==> config.mk <==
export PLATFORM = sky130hd
export DESIGN_NAME = ex_mem_wb_pipeline
export DESIGN_NICKNAME = d
export VERILOG_FILES = /design/src/rtl/ex_mem_wb_pkg.sv /design/src/rtl/ex_mem_wb_pipeline_mem_access_fsm.sv /design/src/rtl/ex_mem_wb_pipeline.sv
export SDC_FILE = /design/constraint.sdc
export NUM_CORES = 1
export LEC_CHECK = 0
export ABC_AREA = 1
export CAP_MARGIN = 20
export CORE_MARGIN = 1
export CORE_UTILIZATION = 39
export DETAILED_ROUTE_END_ITERATION = 10
export PLACE_DENSITY = 0.86
export SLEW_MARGIN = 20
export SYNTH_ARGS = -nofsm -noshare
export SYNTH_HDL_FRONTEND = slang
export SYNTH_HIERARCHICAL = 1
export SYNTH_SLANG_ARGS = --single-unit
==> constraint.sdc <==
create_clock -name clk -period 1.38 [get_ports clk]
set_clock_uncertainty 0.05 [all_clocks]
set_input_delay 0.276 -clock clk [delete_from_list [all_inputs] [get_ports clk]]
set_output_delay 0.276 -clock clk [all_outputs]
set_load 0.005 [all_outputs]
==> src/rtl/ex_mem_wb_pkg.sv <==
// Shared types for the EX/MEM/WB back end: memory-access FSM states and the EX/MEM payload.
package ex_mem_wb_pkg;

  localparam int unsigned DATA_W_DEF = 32;
  localparam int unsigned ADDR_W_DEF = 5;

  typedef enum logic [1:0] {
    ST_IDLE,
    ST_ACCESS,
    ST_WAIT
  } mem_state_e;

  // The payload is sized by the package defaults; the top-level widths must match them.
  typedef struct packed {
    logic                  valid;
    logic                  reg_write;
    logic                  mem_read;
    logic                  mem_write;
    logic [ADDR_W_DEF-1:0] addr;
    logic [DATA_W_DEF-1:0] alu_result;
    logic [DATA_W_DEF-1:0] store_data;
  } ex_mem_t;

  function automatic logic is_mem_op(input ex_mem_t s);
    return s.valid & (s.mem_read | s.mem_write);
  endfunction

endpackage

==> src/rtl/ex_mem_wb_pipeline_mem_access_fsm.sv <==
// Data-memory access sequencer: tracks IDLE/ACCESS/WAIT and generates the upstream stall.
// With MEM_TIMEOUT_EN defined, a WAIT lasting TIMEOUT_CYCLES abandons the access and sets mem_error.
module mem_access_fsm
  import ex_mem_wb_pkg::*;
#(
  parameter int unsigned TIMEOUT_CYCLES = 16
) (
  input  logic clk,
  input  logic reset,
  input  logic next_mem_op,
  input  logic dmem_ready,
  output logic stall_out,
  output logic abort,
  output logic mem_error
);

  mem_state_e state_q, state_d;
  logic       timeout;

`ifdef MEM_TIMEOUT_EN
  localparam int unsigned CNT_W = $clog2(TIMEOUT_CYCLES + 1);

  logic [CNT_W-1:0] wait_cnt_q, wait_cnt_d;
  logic             mem_error_q, mem_error_d;

  assign timeout   = (state_q == ST_WAIT) && (wait_cnt_q >= CNT_W'(TIMEOUT_CYCLES)) && !dmem_ready;
  assign mem_error = mem_error_q;
`else
  assign timeout   = 1'b0;
  assign mem_error = 1'b0;
`endif

  // A non-IDLE state means EX/MEM holds a memory op, so a ready memory never stalls.
  assign stall_out = (state_q != ST_IDLE) & ~dmem_ready & ~timeout;
  assign abort     = timeout;

  // NOTE: every always_comb output gets a default first so no latch is inferred.
  always_comb begin
    state_d = ST_IDLE;
    if (stall_out) begin
      state_d = ST_WAIT;
    end else if (next_mem_op) begin
      state_d = ST_ACCESS;
    end
`ifdef MEM_TIMEOUT_EN
    wait_cnt_d = '0;
    if (stall_out && (state_q == ST_WAIT)) begin
      wait_cnt_d = wait_cnt_q + 1'b1;
    end
    mem_error_d = mem_error_q | timeout;
`endif
  end

  // NOTE: non-blocking assignments so every flop updates from pre-edge values.
  always_ff @(posedge clk) begin
    if (reset) begin
      state_q <= ST_IDLE;
`ifdef MEM_TIMEOUT_EN
      wait_cnt_q  <= '0;
      mem_error_q <= 1'b0;
`endif
    end else begin
      state_q <= state_d;
`ifdef MEM_TIMEOUT_EN
      wait_cnt_q  <= wait_cnt_d;
      mem_error_q <= mem_error_d;
`endif
    end
  end

endmodule

==> src/rtl/ex_mem_wb_pipeline.sv <==
// EX/MEM and MEM/WB pipeline registers, data-memory handshake and forwarding sources.
// Optional memory timeout enabled by defining MEM_TIMEOUT_EN.
module ex_mem_wb_pipeline
  import ex_mem_wb_pkg::*;
#(
  parameter int unsigned DATA_W         = DATA_W_DEF,
  parameter int unsigned ADDR_W         = ADDR_W_DEF,
  parameter int unsigned TIMEOUT_CYCLES = 16
) (
  input  logic              clk,
  input  logic              reset,
  input  logic              ex_valid,
  input  logic              ex_reg_write,
  input  logic              ex_mem_read,
  input  logic              ex_mem_write,
  input  logic [ADDR_W-1:0] ex_write_reg_addr,
  input  logic [DATA_W-1:0] ex_alu_result,
  input  logic [DATA_W-1:0] ex_store_data,
  input  logic              flush,
  output logic              dmem_re,
  output logic              dmem_we,
  output logic [DATA_W-1:0] dmem_addr,
  output logic [DATA_W-1:0] dmem_wdata,
  input  logic [DATA_W-1:0] dmem_rdata,
  input  logic              dmem_ready,
  output logic              stall_out,
  output logic              ex_mem_reg_write,
  output logic [ADDR_W-1:0] ex_mem_write_reg_addr,
  output logic [DATA_W-1:0] ex_mem_alu_result,
  output logic              ex_mem_mem_read,
  output logic              mem_wb_reg_write,
  output logic [ADDR_W-1:0] mem_wb_write_reg_addr,
  output logic [DATA_W-1:0] mem_wb_write_data,
  output logic              mem_error
);

  ex_mem_t           ex_mem_q, ex_mem_d;
  logic              mem_wb_reg_write_q, mem_wb_reg_write_d;
  logic [ADDR_W-1:0] mem_wb_addr_q, mem_wb_addr_d;
  logic [DATA_W-1:0] mem_wb_data_q, mem_wb_data_d;
  logic              cap_valid;
  logic              abort;

  assign cap_valid = ex_valid & ~flush;

  // While stalled the EX instruction is held upstream, so a flush then is ignored.
  always_comb begin
    ex_mem_d = ex_mem_q;
    if (!stall_out) begin
      ex_mem_d.valid      = cap_valid;
      ex_mem_d.reg_write  = cap_valid & ex_reg_write & ~ex_mem_write;
      ex_mem_d.mem_read   = cap_valid & ex_mem_read;
      ex_mem_d.mem_write  = cap_valid & ex_mem_write;
      ex_mem_d.addr       = ex_write_reg_addr;
      ex_mem_d.alu_result = ex_alu_result;
      ex_mem_d.store_data = ex_store_data;
    end
  end

  always_comb begin
    mem_wb_reg_write_d = ex_mem_q.valid & ex_mem_q.reg_write & ~stall_out & ~abort;
    mem_wb_addr_d      = ex_mem_q.addr;
    mem_wb_data_d      = ex_mem_q.mem_read ? dmem_rdata : ex_mem_q.alu_result;
  end

  always_ff @(posedge clk) begin
    if (reset) begin
      ex_mem_q           <= '0;
      mem_wb_reg_write_q <= 1'b0;
      mem_wb_addr_q      <= '0;
      mem_wb_data_q      <= '0;
    end else begin
      ex_mem_q           <= ex_mem_d;
      mem_wb_reg_write_q <= mem_wb_reg_write_d;
      mem_wb_addr_q      <= mem_wb_addr_d;
      mem_wb_data_q      <= mem_wb_data_d;
    end
  end

  mem_access_fsm #(
    .TIMEOUT_CYCLES(TIMEOUT_CYCLES)
  ) u_mem_access_fsm (
    .clk        (clk),
    .reset      (reset),
    .next_mem_op(is_mem_op(ex_mem_d)),
    .dmem_ready (dmem_ready),
    .stall_out  (stall_out),
    .abort      (abort),
    .mem_error  (mem_error)
  );

  assign dmem_re    = ex_mem_q.valid & ex_mem_q.mem_read & ~abort;
  assign dmem_we    = ex_mem_q.valid & ex_mem_q.mem_write & ~abort;
  assign dmem_addr  = ex_mem_q.alu_result;
  assign dmem_wdata = ex_mem_q.store_data;

  assign ex_mem_reg_write      = ex_mem_q.valid & ex_mem_q.reg_write;
  assign ex_mem_write_reg_addr = ex_mem_q.addr;
  assign ex_mem_alu_result     = ex_mem_q.alu_result;
  assign ex_mem_mem_read       = ex_mem_q.valid & ex_mem_q.mem_read;

  assign mem_wb_reg_write      = mem_wb_reg_write_q;
  assign mem_wb_write_reg_addr = mem_wb_addr_q;
  assign mem_wb_write_data     = mem_wb_data_q;

endmodule

==> results of run 1 <==
-- area by class of cell --
cell class | count | area (um2)
repair buffers | 287 | 2660
multi-input cells | 332 | 1479
inverters | 12 | 50.05
well taps | 143 | 178.9
clock inverters | 10 | 112.6
clock buffers | 20 | 456.7
flip-flops and latches | 113 | 2322
fillers | 1036 | 4354
-- cell families (layout without fill, tap and decap cells) --
| logic type | count (synthesis) | after routing | synth area share [%] |
|---|---|---|---|
| AND/OR/NAND/NOR | 225 | 225 | 18.54 |
| buffers and inverters | 148 | 329 | 21.69 |
| flip-flops | 113 | 113 | 47.75 |
| AO/OA/AOI/OAI | 105 | 105 | 11.94 |
| other | 1 | 2 | 0.07916 |
-- synth_stat cells, types with 3 or more instances --
master	count	area share [%]
sky130_fd_sc_hd__a211oi_2	5	1.3
sky130_fd_sc_hd__dfxtp_1	113	48
sky130_fd_sc_hd__nor2_1	207	16
sky130_fd_sc_hd__buf_4	103	16
sky130_fd_sc_hd__o21ai_0	90	9.5
sky130_fd_sc_hd__nor2_2	4	0.53
sky130_fd_sc_hd__inv_1	10	0.79
sky130_fd_sc_hd__buf_2	10	1.1
sky130_fd_sc_hd__a21oi_1	3	0.32
sky130_fd_sc_hd__nand2_1	9	0.71
sky130_fd_sc_hd__clkbuf_1	12	0.95
sky130_fd_sc_hd__buf_6	9	2.1
sky130_fd_sc_hd__o21ai_1	6	0.63
-- power by group --
group          leakage [nW]  total, mW  internal, mW  switching [mW]
clock                 0.266       4.20          2.72            1.48
sequential            0.949       3.55          3.46          0.0942
combinational          2.44       1.01         0.624           0.382
total                  3.65       8.76          6.80            1.95
-- per-layer routing --
| metal | vias up | part of all wire (%) |
|---|---|---|
| met3 | 21 | 8.2 |
| met4 | 0 | 2.3 |
| li1 | 2104 | - |
| met1 | 1896 | 39 |
| met2 | 180 | 50 |
| met5 | - | 0 |
-- final timing paths --
| path | end | depth (start not counted) | startpoint |
|---|---|---|---|
| setup reg to reg | u_mem_access_fsm/state_q[0] | 10 | u_mem_access_fsm/state_q[1] |
| hold reg to reg | mem_wb_write_reg_addr[1] | 2 | ex_mem_write_reg_addr[1] |
| setup / recovery | dmem_we | 4 | ex_mem_q[72] |
| hold / removal | mem_wb_write_data[27] | 3 | dmem_rdata[27] |
-- flip-flops by register name, summed over array words and instances (netlist names) --
signal                    flops
dmem_addr                    32
dmem_wdata                   32
mem_wb_write_data            32
ex_mem_write_reg_addr         5
mem_wb_write_reg_addr         5
ex_mem_q                      4
u_mem_access_fsm/state_q      2
mem_wb_reg_write              1
-- critical path, cell delays in order, from the launching register on --
cell                      delay (ns)
sky130_fd_sc_hd__dfxtp_2        0.34
sky130_fd_sc_hd__buf_6          0.11
sky130_fd_sc_hd__nand2_2        0.05
sky130_fd_sc_hd__nor2_1         0.07
sky130_fd_sc_hd__buf_2          0.12
-- repair_timing --
action	in CTS	in global routing
pin swaps	3	2
hold endpoints to repair	0	0
setup endpoints to repair	145	81
hold buffers	0	0
gates resized for setup	217	17
cloned	0	1
setup buffers	17	0
-- per-stage QoR --
stage	cell area, um2	TNS (ns)	total power [mW]	worst slack (ns)	cells
after CTS	7272	-0.1470	8.847	-0.04010	916
after global routing	7259	-0.1857	9.125	-0.07718	917
after global placement	6670	-19.58	4.717	-0.3458	869
after floorplan	4741	0	4.121	0.1152	593
final	7259	-0.02299	8.755	-0.02299	917
after detailed placement	6670	-23.17	4.746	-0.3685	869
==> results.rst, run 1 <==
.. list-table::
   :header-rows: 1

   * - Metric
     - Value
   * - Critical path launch point type
     - flop
   * - Share of synthesized registers carrying an async set or reset
     - 0%
   * - Outcome
     - finished, violations left
   * - Number of nets still failing antenna checks after routing
     - 0
   * - Global-route track usage on met3
     - under 10%
   * - Pin count of the biggest net entering global routing
     - 43
   * - Total setup violations reported at the end of the flow
     - 1
   * - Standby leakage power
     - between 3 and 4 nW
   * - Placed wire-length estimate
     - 8.759 mm
   * - Worst Hold Margin
     - 0.4105 ns
   * - Floorplan die area
     - around 0.013 mm2
   * - Average via count per standard cell
     - 4.581
   * - Clock-pin slew reported for the worst setup and hold paths after clock tree synthesis
     - about 0.050 ns
   * - First-pass GRT wire length
     - 20.39 mm
   * - Hold/Removal Path Class
     - in2reg
   * - R2R Setup Slk
     - 0.07 ns
   * - Final Core Density
     - 62.51%
   * - Busiest layer in global routing
     - met2
   * - Clock buffer count from CTS
     - 17
   * - Element type at the critical path end
     - output port
   * - Fin. Hold Viols
     - 0
   * - Post-route DRC
     - 20
   * - Syn avg cell area
     - 8.002 um2
   * - Number of antenna violations at the first check in global routing
     - 0
   * - Post-layout nets
     - 872
   * - I/O Pins
     - 254
   * - Count of state elements after synthesis
     - 113
   * - Area of the core
     - 0.01161 mm2
   * - Post-route fraction of the period consumed by the critical path
     - 101.7%
   * - Number of enable flip-flop cells after synthesis
     - 0
   * - Layout overhead on the synthesized area
     - 53.25%
   * - Number of standard cells after synthesis
     - 592
   * - Global placement routability congestion
     - 0.8245
   * - Netlist Area Pre-Place
     - about 0.0047 mm2
   * - Post-DR wirelength/cell
     - 14.16 um
   * - Initial core utilization
     - between 40% and 50%
   * - DIE HEIGHT
     - between 100 and 150 um
   * - TritonCTS sink count
     - 113
   * - GR Overflow Total
     - 0
   * - Number of pins with negative max-slew slack in the final report
     - 0
   * - Pwr dens
     - 1206 mW/mm2
   * - Setup repair after global routing missed its margin
     - yes
   * - Met2 routing resource usage after global routing
     - a little over a third
   * - Violation count after the first detailed-route iteration
     - approximately 280
   * - Number of max-capacitance violations reported
     - 0
   * - Clock Path Buffers
     - 2
   * - DRT Pass-1 Iters
     - 8
   * - Clock tree from TritonCTS
     - yes
   * - Standard-cell row count
     - 39
   * - Arrival @ worst endpoint
     - around 1.1 ns
   * - Worst endpoint required time
     - around 1.1 ns
   * - Skew-Pair Late Insertion Delay
     - approximately 0.39 ns
   * - Clock root buffer
     - sky130_fd_sc_hd__clkbuf_16
   * - Global-route usage over all layers
     - 20.70%
   * - Met1 Track Usage GR
     - about 23%
   * - Wire length after detailed routing
     - approximately 13 mm
   * - Max FO, Critical Path
     - 3
   * - Antenna fix cells
     - 0
   * - Most frequent cells in the layout
     - sky130_fd_sc_hd__nor2_1 (207), sky130_fd_sc_hd__dlygate4sd2_1 (128), sky130_fd_sc_hd__clkdlybuf4s50_1 (108)
   * - Setup CP Type
     - reg2out
   * - Worst Slack Setup Final
     - -0.02299 ns
   * - Clock period minus final worst setup slack
     - 1.403 ns
   * - Ratio of cells with drive above 1 in the final layout
     - 16.93%
   * - Number of distinct library cells after synthesis
     - 22
   * - Via total after detailed routing
     - 4201
   * - Top_reg_cell synth
     - sky130_fd_sc_hd__dfxtp_1
   * - Highest ir drop seen on vdd
     - 656.3 uV
   * - Chip width
     - between 100 and 150 um
   * - Violations in the final reports
     - design-rule violations, negative setup slack
   * - Highest Clock Rate
     - slightly above 700 MHz
   * - Ys Warns
     - 6
   * - Via count of the first global-routing pass
     - between 4000 and 5000
   * - Quantity of I/O buffers inserted on ports
     - 252
   * - Number of levels in the clock H-tree
     - 4
   * - Commonest non-fill, non-tap cell in the layout
     - sky130_fd_sc_hd__nor2_1
   * - Part of the Yosys area used for sequential elements
     - approximately 48%
(Power assumes the default switching activity.)
==> run 2, diff against run 1 <==
- CORE_UTILIZATION: 39 -> 50
- DONT_BUFFER_PORTS: unset -> 1
- PLACE_DENSITY: 0.86 -> 0.71
==> run 2 against run 1 <==
Net effect: the flow finishes with violations (negative setup slack); first-iteration DRC count down 9.8%; via count down 4.9%; core utilization up 7.9 points; sequential share of layout area up 3.1 points; global-route usage up 3.4 points; fmax down 14%; die area down 22%; setup slack worse by 0.22 ns; critical path depth up 7.
==> results.rst, run 2 (synthesis results as in run 1) <==
.. list-table::
   :header-rows: 1

   * - Metric
     - Value
   * - Setup repair after global routing missed its margin
     - yes
   * - Arrival @ worst endpoint
     - 2.00 ns (+0.92 ns)
   * - Sequence of cells on the critical path
     - nor2_4, nor2_4, buf_4, buf_8, nor2_4, nand3_2, nand2_1, nor2_1, nor2_1, nand2_1, nor2_2
   * - Post-route fraction of the period consumed by the critical path
     - 117.9% (+16 points)
   * - Violations in the final reports
     - negative setup slack
   * - Total setup violations reported at the end of the flow
     - 73 (+72)
   * - Hold Startpoint
     - reset
   * - Critical path depth in cells
     - 11 (+7)
   * - Post-layout total power
     - 8.829 mW (+0.84%)
   * - Clock Path Buffers
     - 2 (unchanged)
   * - Critical Path Source
     - u_mem_access_fsm/state_q[1]
   * - Relative slew margins
     - about three fifths
   * - Clock buffer count from CTS
     - 17 (unchanged)
   * - Worst Hold Margin
     - 0.08437 ns (-0.3261 ns)
   * - Hold/Removal Path Class
     - in2reg
   * - Number of pins with negative max-slew slack in the final report
     - 0 (unchanged)
   * - Pin count of the biggest net entering global routing
     - 41 (-4.7%)
   * - First-pass GRT wire length
     - 18.24 mm (-11%)
   * - Quantity of I/O buffers inserted on ports
     - 0 (-100%)
   * - DIE HEIGHT
     - 99.34 um (-11%)
   * - Global-route usage over all layers
     - 24.06% (+3.4 points)
   * - Area of the core
     - 0.009196 mm2 (-21%)
   * - Setup CP Type
     - reg2reg
   * - Standby leakage power
     - 2.899 nW (-21%)
   * - Floorplan die area
     - 0.009867 mm2 (-22%)
   * - Clock period minus final worst setup slack
     - 1.626 ns (+0.2235 ns)
   * - Outcome
     - finished, violations left
   * - R2R Setup Slk
     - -0.25 ns (-0.32 ns)
   * - Via total after detailed routing
     - 3997 (-4.9%)
   * - Initial core utilization
     - 51.51% (+11 points)
   * - Slowest cell on the critical path
     - sky130_fd_sc_hd__dfxtp_2
   * - Element type at the critical path end
     - flop
   * - Launch instance of the worst register-to-register path
     - u_mem_access_fsm/state_q[1]
   * - Clock root buffer
     - sky130_fd_sc_hd__clkbuf_8
   * - Layout overhead on the synthesized area
     - 36.74%
   * - Chip width
     - 99.34 um (-11%)
   * - Filler instances
     - 650 (-37%)
   * - Crit-path max cell delay
     - 0.32 ns (-0.02 ns)
   * - Library cell appearing most often on the critical path
     - sky130_fd_sc_hd__nor2_4
   * - Ratio of cells with drive above 1 in the final layout
     - 19.88% (+3.0 points)
   * - Clock-pin slew reported for the worst setup and hold paths after clock tree synthesis
     - 0.06 ns (about the same)
   * - Number of nets still failing antenna checks after routing
     - 0 (unchanged)
   * - Highest ir drop seen on vdd
     - 1001 uV (+53%)
   * - Dominant delay contributor by cell family on the critical path
     - simple AND/OR/NAND/NOR gates
   * - Pwr dens
     - 1363 mW/mm2 (+13%)
   * - Clock tree from TritonCTS
     - yes
   * - Worst endpoint required time
     - 1.76 ns (+0.71 ns)
   * - Most frequent cells in the layout
     - sky130_fd_sc_hd__nor2_1 (198), sky130_fd_sc_hd__dlygate4sd3_1 (117), sky130_fd_sc_hd__dfxtp_1 (109)
   * - Worst Slack Setup Final
     - -0.2465 ns (-0.2235 ns)
   * - Skew-Pair Late Insertion Delay
     - 0.49 ns (+0.10 ns)
   * - Fin. Hold Viols
     - 0 (unchanged)
   * - Reg2Reg Capture Point
     - u_mem_access_fsm/state_q[0]
   * - Commonest non-fill, non-tap cell in the layout
     - sky130_fd_sc_hd__nor2_1
   * - Worst slack at placement
     - 0.06684 ns (+0.4353 ns)
   * - Max FO, Critical Path
     - 4 (+1)
   * - Transition at the pin with the smallest max-transition slack
     - 0.5718 ns
   * - Endpoint of the worst setup timing path
     - u_mem_access_fsm/state_q[0]
   * - Placed wire-length estimate
     - 6.683 mm (-24%)
   * - Average via count per standard cell
     - 5.294 (+16%)
   * - Worst R2R Path Depth
     - 11 (+1)
   * - Critical path launch point type
     - flop
   * - Antenna fix cells
     - 0 (unchanged)
   * - Number of levels in the clock H-tree
     - 4 (unchanged)
   * - Violation count after the first detailed-route iteration
     - 248 (-9.8%)
   * - Global placement routability congestion
     - 0.7832 (-5.0%)
   * - Standard-cell row count
     - 35 (-10%)
   * - Number of antenna violations at the first check in global routing
     - 0 (unchanged)
   * - I/O Pins
     - 254 (unchanged)
   * - Post-route DRC
     - 0 (-100%)
   * - Via count of the first global-routing pass
     - 3629 (-11%)
   * - GR Overflow Total
     - 0 (unchanged)
   * - Post-DR wirelength/cell
     - 18.85 um (+33%)
   * - Buffers plus inverters on the worst setup path
     - 2 (unchanged)
   * - DRT Pass-1 Iters
     - 5 (-3)
   * - Highest Clock Rate
     - 614.8 MHz (-14%)
   * - Post-layout nets
     - 740 (-15%)
   * - Number of max-capacitance violations reported
     - 0 (unchanged)
   * - Wire length after detailed routing
     - 14.23 mm (+9.6%)
   * - TritonCTS sink count
     - 113 (unchanged)
## run 2: cell count changes in the layout (fill, tap and decap cells not counted), sizes merged, moves of 3 or more
cell / change
dlygate4sd2: -128
dlygate4sd3: +117
clkdlybuf4s50: -108
buf: -8
clkbuf: -8
clkinv: +3
clkinvlp: -3
## run 2: area by class of cell
| type | count | area (um2) | share of cell area [%] |
|---|---|---|---|
| clock buffers | 18 | 427.9 | 6.606 |
| clock inverters | 14 | 186.4 | 2.878 |
| inverters | 12 | 55.05 | 0.8499 |
| multi-input cells | 332 | 1622 | 25.03 |
| flip-flops and latches | 113 | 2272 | 35.08 |
| well taps | 111 | 138.9 | 2.144 |
| repair buffers | 155 | 1775 | 27.41 |
## run 2: repair_timing
item | CTS | global route
hold endpoints to repair | 113 | 10
gates resized for setup | 43 | 55
hold buffers | 106 | 11
buffers inserted | 6 | 10
cloned | 3 | 10
setup endpoints to repair | 5 | 77
pin swaps | 5 | 21
## run 2: worst min path at each step
stage          slack (ns)                           to  cells after the start
6_report             0.08                 dmem_addr[5]                      4
2_1_floorplan        0.30  u_mem_access_fsm/state_q[1]                      1
4_1_cts             -0.23                 ex_mem_q[70]                      1
5_1_grt              0.06                dmem_addr[13]                      4
3_3_place_gp         0.30                 ex_mem_q[71]                      1
3_5_place_dp         0.30                 ex_mem_q[71]                      1
## run 2: worst reg2reg max path, delay by kind of cell (launching register included)
kind / cells / cell delay, ns
buffers and inverters: 2 / 0.28
flip-flops: 1 / 0.32
AND/OR/NAND/NOR: 9 / 0.91
## run 2: report_power, final
part	switching, mW	internal [mW]	leakage (nW)	total (mW)
Combinational	0.301	0.388	1.66	0.689
Sequential	0.180	3.45	0.939	3.63
Clock	1.53	2.98	0.301	4.51
Total	2.01	6.82	2.90	8.83
## run 2: metal layers
layer | vias to the layer above | wire (um) | GRT usage, %
met5 | - | 0 | 0
met4 | 0 | 367 | 9.842
met2 | 256 | 7566 | 44.28
met3 | 37 | 1172 | 7.590
met1 | 1852 | 5126 | 25.30
li1 | 1852 | - | -
## run 2: per-stage QoR
step	area (um2)	setup TNS, ns	instances	util, %
after floorplan	4741	0	593	-
after global placement	4080	0	578	44.37
after detailed placement	4080	0	578	44.37
after CTS	5938	-4.759	725	64.57
after global routing	6477	-11.19	755	70.44
final	6477	-7.347	755	70.44
